$ cat config.mk
export PLATFORM = sky130hd
export DESIGN_NAME = module_decodificador_secded
export DESIGN_NICKNAME = d
export VERILOG_FILES = /design/src/rtl/module_decodificador_secded.sv
export SDC_FILE = /design/constraint.sdc
export NUM_CORES = 1
export LEC_CHECK = 0
export CORE_AREA = 2 2 45 47
export CTS_CLUSTER_SIZE = 14
export DETAILED_ROUTE_END_ITERATION = 10
export DIE_AREA = 0 0 47 49
export PLACE_DENSITY = 0.78
export SYNTH_ARGS = -nofsm -noshare
export SYNTH_HDL_FRONTEND = slang
export SYNTH_SLANG_ARGS = --single-unit
$ cat constraint.sdc
create_clock -name clk -period 1.8 [get_ports clk]
set_clock_uncertainty 0.05 [all_clocks]
set_input_delay 0.27 -clock clk [delete_from_list [all_inputs] [get_ports clk]]
set_output_delay 0.27 -clock clk [all_outputs]
set_load 0.005 [all_outputs]
$ cat src/rtl/module_decodificador_secded.sv
// module_decodificador_secded: two-stage pipelined SECDED decoder with valid/ready handshake.
// Optional build macro SECDED_ERR_CNT_EN adds saturating single/double error counters.
module module_decodificador_secded #(
    parameter int DATA_W = 4,
    parameter int PAR_W  = 3,
    localparam int CODE_W = DATA_W + PAR_W + 1
) (
    input  logic              clk,
    input  logic              rst_n,
    input  logic              in_valid,
    output logic              in_ready,
    input  logic [CODE_W-1:0] datos_cod,
    output logic              out_valid,
    input  logic              out_ready,
    output logic [DATA_W-1:0] datos_out,
    output logic              err_single,
    output logic              err_double,
    output logic [PAR_W-1:0]  sindrome
`ifdef SECDED_ERR_CNT_EN
    ,
    input  logic              cnt_clr,
    output logic [15:0]       cnt_single,
    output logic [15:0]       cnt_double
`endif
);

    if (DATA_W < 1) begin : g_data_chk
        $error("DATA_W must be at least 1");
    end
    if (2**PAR_W < CODE_W) begin : g_par_chk
        $error("PAR_W too small to address every code word position");
    end

    // Hamming position of data bit j: the j-th non-power-of-two position.
    function automatic int dpos(input int j);
        int n;
        n = 0;
        dpos = 0;
        for (int p = 1; p < CODE_W; p++) begin
            if ((p & (p - 1)) != 0) begin
                if (n == j) dpos = p;
                n++;
            end
        end
    endfunction

    logic              s1_valid_q, s1_valid_d;
    logic [DATA_W-1:0] s1_dat_q, s1_dat_d;
    logic [PAR_W-1:0]  s1_syn_q, s1_syn_d;
    logic              s1_glb_q, s1_glb_d;
    logic              out_valid_q, out_valid_d;
    logic [DATA_W-1:0] dat_q, dat_d;
    logic              sng_q, sng_d;
    logic              dbl_q, dbl_d;
    logic [PAR_W-1:0]  syn_q, syn_d;
    logic              stall, s_nz, s_bad, fix;

    assign stall      = out_valid_q && !out_ready;
    assign in_ready   = !stall;
    assign out_valid  = out_valid_q;
    assign datos_out  = dat_q;
    assign err_single = sng_q;
    assign err_double = dbl_q;
    assign sindrome   = syn_q;
    assign s_nz       = |s1_syn_q;
    assign s_bad      = int'(s1_syn_q) > CODE_W - 1;
    assign fix        = s1_glb_q && s_nz && !s_bad;

    // Stage 1: syndrome, global check and raw data bits of an accepted word.
    always_comb begin
        s1_valid_d = stall ? s1_valid_q : in_valid;
        s1_dat_d   = s1_dat_q;
        s1_syn_d   = s1_syn_q;
        s1_glb_d   = s1_glb_q;
        if (in_valid && in_ready) begin
            s1_glb_d = ^datos_cod;
            s1_syn_d = '0;
            for (int p = 1; p < CODE_W; p++)
                for (int k = 0; k < PAR_W; k++)
                    if (((p >> k) & 1) != 0) s1_syn_d[k] = s1_syn_d[k] ^ datos_cod[p-1];
            for (int j = 0; j < DATA_W; j++) s1_dat_d[j] = datos_cod[dpos(j)-1];
        end
    end

    // Stage 2: classify and correct; results are held while no new word arrives.
    always_comb begin
        out_valid_d = stall ? out_valid_q : s1_valid_q;
        dat_d       = dat_q;
        sng_d       = sng_q;
        dbl_d       = dbl_q;
        syn_d       = syn_q;
        if (!stall && s1_valid_q) begin
            syn_d = s1_syn_q;
            sng_d = s1_glb_q && (!s_nz || !s_bad);
            dbl_d = s_nz && (!s1_glb_q || s_bad);
            for (int j = 0; j < DATA_W; j++)
                dat_d[j] = s1_dat_q[j] ^ (fix && dpos(j) == int'(s1_syn_q));
        end
    end

    // Pipeline registers; reset discards everything in flight.
    always_ff @(posedge clk or negedge rst_n) begin
        if (!rst_n) begin
            s1_valid_q  <= 1'b0;
            s1_dat_q    <= '0;
            s1_syn_q    <= '0;
            s1_glb_q    <= 1'b0;
            out_valid_q <= 1'b0;
            dat_q       <= '0;
            sng_q       <= 1'b0;
            dbl_q       <= 1'b0;
            syn_q       <= '0;
        end else begin
            s1_valid_q  <= s1_valid_d;
            s1_dat_q    <= s1_dat_d;
            s1_syn_q    <= s1_syn_d;
            s1_glb_q    <= s1_glb_d;
            out_valid_q <= out_valid_d;
            dat_q       <= dat_d;
            sng_q       <= sng_d;
            dbl_q       <= dbl_d;
            syn_q       <= syn_d;
        end
    end

`ifdef SECDED_ERR_CNT_EN
    logic [15:0] cnt_single_q, cnt_single_d, cnt_double_q, cnt_double_d;
    logic        xfer;

    assign xfer       = out_valid_q && out_ready;
    assign cnt_single = cnt_single_q;
    assign cnt_double = cnt_double_q;

    // Saturating counters of transferred flagged words; clear wins over increment.
    always_comb begin
        cnt_single_d = cnt_clr ? 16'd0 :
                       (xfer && sng_q && cnt_single_q != 16'hFFFF) ? cnt_single_q + 16'd1 : cnt_single_q;
        cnt_double_d = cnt_clr ? 16'd0 :
                       (xfer && dbl_q && cnt_double_q != 16'hFFFF) ? cnt_double_q + 16'd1 : cnt_double_q;
    end

    // Counter registers.
    always_ff @(posedge clk or negedge rst_n) begin
        if (!rst_n) begin
            cnt_single_q <= 16'd0;
            cnt_double_q <= 16'd0;
        end else begin
            cnt_single_q <= cnt_single_d;
            cnt_double_q <= cnt_double_d;
        end
    end
`endif

endmodule

Word level (Yosys, flattened, before mapping) --
Cells that the tools add are included.
Word-level totals: bits of input ports 12, word-level logic and storage cells 135, register bits 19
Cells by class: reduce and logical (&&, ||, !) cells 20, bitwise operators 13, muxes and demuxes 59, $lt $le $gt $ge 4, add/sub/neg operators 8, eq/ne operators 22
Operators with widths (count):
- two-way mux 32 bit | 30
- equality test 32 x 3 -> 1 bit, second input constant | 12
- equality test 32 x 2 -> 1 bit, second input constant | 6
- logical NOT 32 bit | 6
- adder 32 x 2 -> 32 bit, second input constant | 4
- equality test 32 x 4 -> 1 bit | 4
- < comparator 32 x 5 -> 1 bit, second input constant | 4
- subtractor 32 x 2 -> 32 bit, second input constant | 4
- two-way mux 3 bit | 8
- two-way mux 1 bit | 17
- XOR 1 bit | 13
- binary-select mux 1 bit (select 3 bit) | 4
- logical AND 1 bit | 9
- XOR reduction 8 bit | 1
- logical NOT 1 bit | 3
- OR reduction 3 bit | 1

Longest topological paths before layout --
depth in word-level cells 16, depth in mapped cells 5, depth with buffers taken out 4

Worst setup path after synthesis --
Ideal clock, no wire load.
path kind register to register, start point reg out_valid_q (netlist: out_valid), end point reg s1_dat_q[0], cell stages (with the launch flop) 5, arrival time 1.097 ns, slack 0.528 ns, setup time 0.125 ns, cell sequence dfrtp_1 > nand2b_1 > nand2_1 > buf_2 > mux2_2
On the way: word-level cells in the longest chain between the ends 3
RTL lines:
- start: declaration | RTL line 51 | logic out_valid_q, out_valid_d;
- start signal: assignment | RTL line 118 | out_valid_q <= out_valid_d;
- logical AND 1 bit | RTL line 58 | assign stall = out_valid_q && !out_ready;
- logical NOT 1 bit | RTL line 59 | assign in_ready = !stall;
- via in_ready | RTL line 11 | output logic in_ready,
- logical AND 1 bit | RTL line 75 | if (in_valid && in_ready) begin
- end signal: assignment | RTL line 115 | s1_dat_q <= s1_dat_d;
- end: declaration | RTL line 48 | logic [DATA_W-1:0] s1_dat_q, s1_dat_d;
The timed path passes the listed nets, and every way through them passes these cells. A chain may end at the register's enable or synchronous reset.

Final worst setup path --
start point in out_ready, end point out in_ready
On the way: word-level cells in the longest chain between the ends 3
RTL lines:
- start: declaration | RTL line 14 | input logic out_ready,
- logical NOT 1 bit | RTL line 58
- logical AND 1 bit | RTL line 58
- logical NOT 1 bit | RTL line 59
- end: declaration | RTL line 11
No other way between the ends.

==> summary.md <==
| Metric | Value |
|---|---|
| Outcome | finished, final reports clean |
| CTS tree | built |
| Maximum number of pins on one net before global-route repair | 20 |
| WP data required | 1480 ps |
| Count leader, synth | dfrtp_1 |
| Site row count | 16 |
| Net count after synthesis | between 80 and 90 |
| Buffer count from post-CTS setup fixing | 0 |
| Slew HR | about three quarters |
| Setup crit start kind | primary input |
| CP Launch Point | out_ready |
| Hold/Removal Path Class | primary input to asynchronous set/reset pin |
| Worst reg2reg path startpoint | out_valid |
| Vias in the first global route | 566 |
| Max Slew Vio Count | 0 |
| Crit path max fanout | 5 |
| Fin. Hold Viols | 0 |
| Total gr overflow | 0 |
| Unrepaired setup endpoints after global routing | false |
| Synth area leader | dfrtp_1 |
| PortBufs | 22 |
| Power per Cell Area | 1130 nW/um^2 |
| Clock Sinks | 19 |
| I/O pin count | 23 |
| FFs w/ async S/R, synth | 100% |
| RePlAce Congestion | 0.734 |
| Drt via density | 4.65 |
| Tmin final | ~1700 ps |
| Setup slack after placement | 20.2 ps |
| Layout fillers | 162 |
| Finish-stage setup viols | 0 |
| Nets | 116 |
| Peak VDD IR | 584 uV |
| Vias | 604 |
| Top cell type's share of synthesized area | 55.6% |
| Antenna Cells | 0 |
| Clock buffer depth | 2 |
| DR WL/cell | ~11 um |
| Seq/Total Area, Yosys | 55.6% |
| Yosys reg bits | 19 |
| H-tree levels | 1 |
| Leak | 0.496 nW |
| Synthesis-to-finish area growth | 38.5% |
| Worst Slack Setup Final | around 100 ps |
| Worst Setup End Kind | primary output |
| DRC | 0 |
| Final Util | 64.3% |
| Post-synth EDFFs | 0 |
| Worst reg2reg path depth | 3 |
| Smallest hold slack | 240 ps |
| Core area | roughly 1800 um^2 |
| Reg area | 475 um^2 |
| Final worst path period share | around 94% |
| Synth cell count leaders | dfrtp_1, nand2_1, mux2_2, xor2_1, o21ai_0 |
| Mapped Avg Cell Area | 11.9 um^2 |
| Synthesized instance count | 72 |
| Starting density of the core | a little under half |
| Layout cells sized above 1 | 20.4% |
| Worst-Margin Slew | 357 ps |
| Cts bufs inserted | 3 |
| DIE AREA | 2300 um^2 |
| Critical path class | primary input to primary output |
| Synth warn | 0 |
| Root Driver | clkbuf_4 |
| Distinct cells, synth | 13 |
| Drt first pass iters | 4 |
| Post-Syn Area | 855 um^2 |
| CTS clk-pin slew, worst paths | between 100 and 150 ps |
| Area occupied by multi-input gates | 368 um^2 |
| Detailed placement HPWL | around 1100 um |
| Die width | 47 um |
| Clock Latency Late Sink | ~300 ps |
| Final wirelength | 1370 um |
| Die height | 49 um |
| Synth area leaders | dfrtp_1, mux2_2, xor2_1, xnor2_1, nand2_1 |
| Crit path arrival time | approximately 1400 ps |
| Initial DRC Count | 7 |
| Final antenna-violating net count | 0 |
| First-pass GRT wire length | 2430 um |
| Fmax | 590 MHz |
| Reg-to-reg endpoint | s1_dat_q[1] |
| Max-Cap Viols | 0 |
| Antenna violations before repair | 0 |
| Predominant post-synthesis flop cell | dfrtp_1 |
| R2R Setup Slk | 480 ps |
| GRT Util Overall | between 10% and 20% |
| Sum Neg Setup Slack | 0 ps |
[area by class of cell]
| cell class | instances | share of cell area (%) |
|---|---|---|
| tap | 27 | 2.85 |
| inverter | 1 | 0.317 |
| clock buffer | 3 | 1.90 |
| timing repair buffer | 29 | 23.0 |
| sequential | 19 | 40.2 |
| multi-input combinational | 50 | 31.1 |
| clock inverter | 1 | 0.634 |
[stage by stage]
step	std cells	power [mW]	cell area, um^2
2_1_floorplan	72	0.862	855
3_3_place_gp	126	1.12	1150
3_5_place_dp	126	1.15	1150
4_1_cts	130	1.36	1180
5_1_grt	130	1.45	1180
6_report	130	1.34	1180
[worst max path at each step]
| stage | slack, ps | to | depth (start not counted) |
|---|---|---|---|
| 6_report | 100 | in_ready | 3 |
| 5_1_grt | 50 | in_ready | 3 |
| 4_1_cts | 60 | in_ready | 3 |
| 3_5_place_dp | 20 | s1_glb_q | 5 |
| 3_3_place_gp | 80 | in_ready | 3 |
| 2_1_floorplan | 530 | s1_dat_q[0] | 4 |
[state kept, by name (all words and copies together) (netlist names)]
signal / cells
out_valid: 1
err_double: 1
s1_glb_q: 1
sindrome: 3
datos_out: 4
s1_syn_q: 3
s1_dat_q: 4
err_single: 1
s1_valid_q: 1
[where the power goes]
part | switching [mW] | leakage, nW | internal (mW)
combinational | 0.147 | 0.253 | 0.311
sequential | 0.106 | 0.229 | 0.562
clock | 0.131 | 0.0139 | 0.0846
total | 0.384 | 0.496 | 0.957
[layout by cell type, fill, tap and decap left out, drive strengths merged]
cell type	Yosys	routed
clkdlybuf4s50	0	22
dfrtp	19	19
nand2	11	11
mux2	9	9
xor2	9	9
o21ai	8	8
buf	2	7
xnor2	6	6
nand4b	3	3
clkbuf	0	3
nand2b	1	1
nor3	1	1
o31ai	1	1
inv	1	1
nand4	1	1
clkinvlp	0	1
[what timing repair did]
action	in CTS	in global routing
gates resized for setup	0	1
hold buffers	0	0
endpoints found under the setup margin	0	1
hold endpoints to repair	0	0
[layer usage]
metal	GRT usage, %	vias up	share of wire, %
met5	0	-	0
met3	2.22	4	3.4
met2	24.7	16	51
li1	-	310	-
met1	16.9	274	43
met4	9.72	0	2.6
[critical path, cell delays in order]
cell,delay [ps]
clkdlybuf4s50_1,450
nand2b_2,150
clkdlybuf4s50_1,510
[cells by family (layout without fill, tap and decap cells)]
family                    Yosys count  count (layout)  share of synthesized area [%]
muxes                               9               9                           11.9
and+or+nand+nor                    17              17                           9.96
DFF                                19              19                           55.6
xor gates and xnor gates           15              15                           15.4
buffers and inverters               3              34                           1.61
AOI/OAI and AO/OA                   9               9                           5.56
No activity file was read; power rests on OpenSTA's default activity.
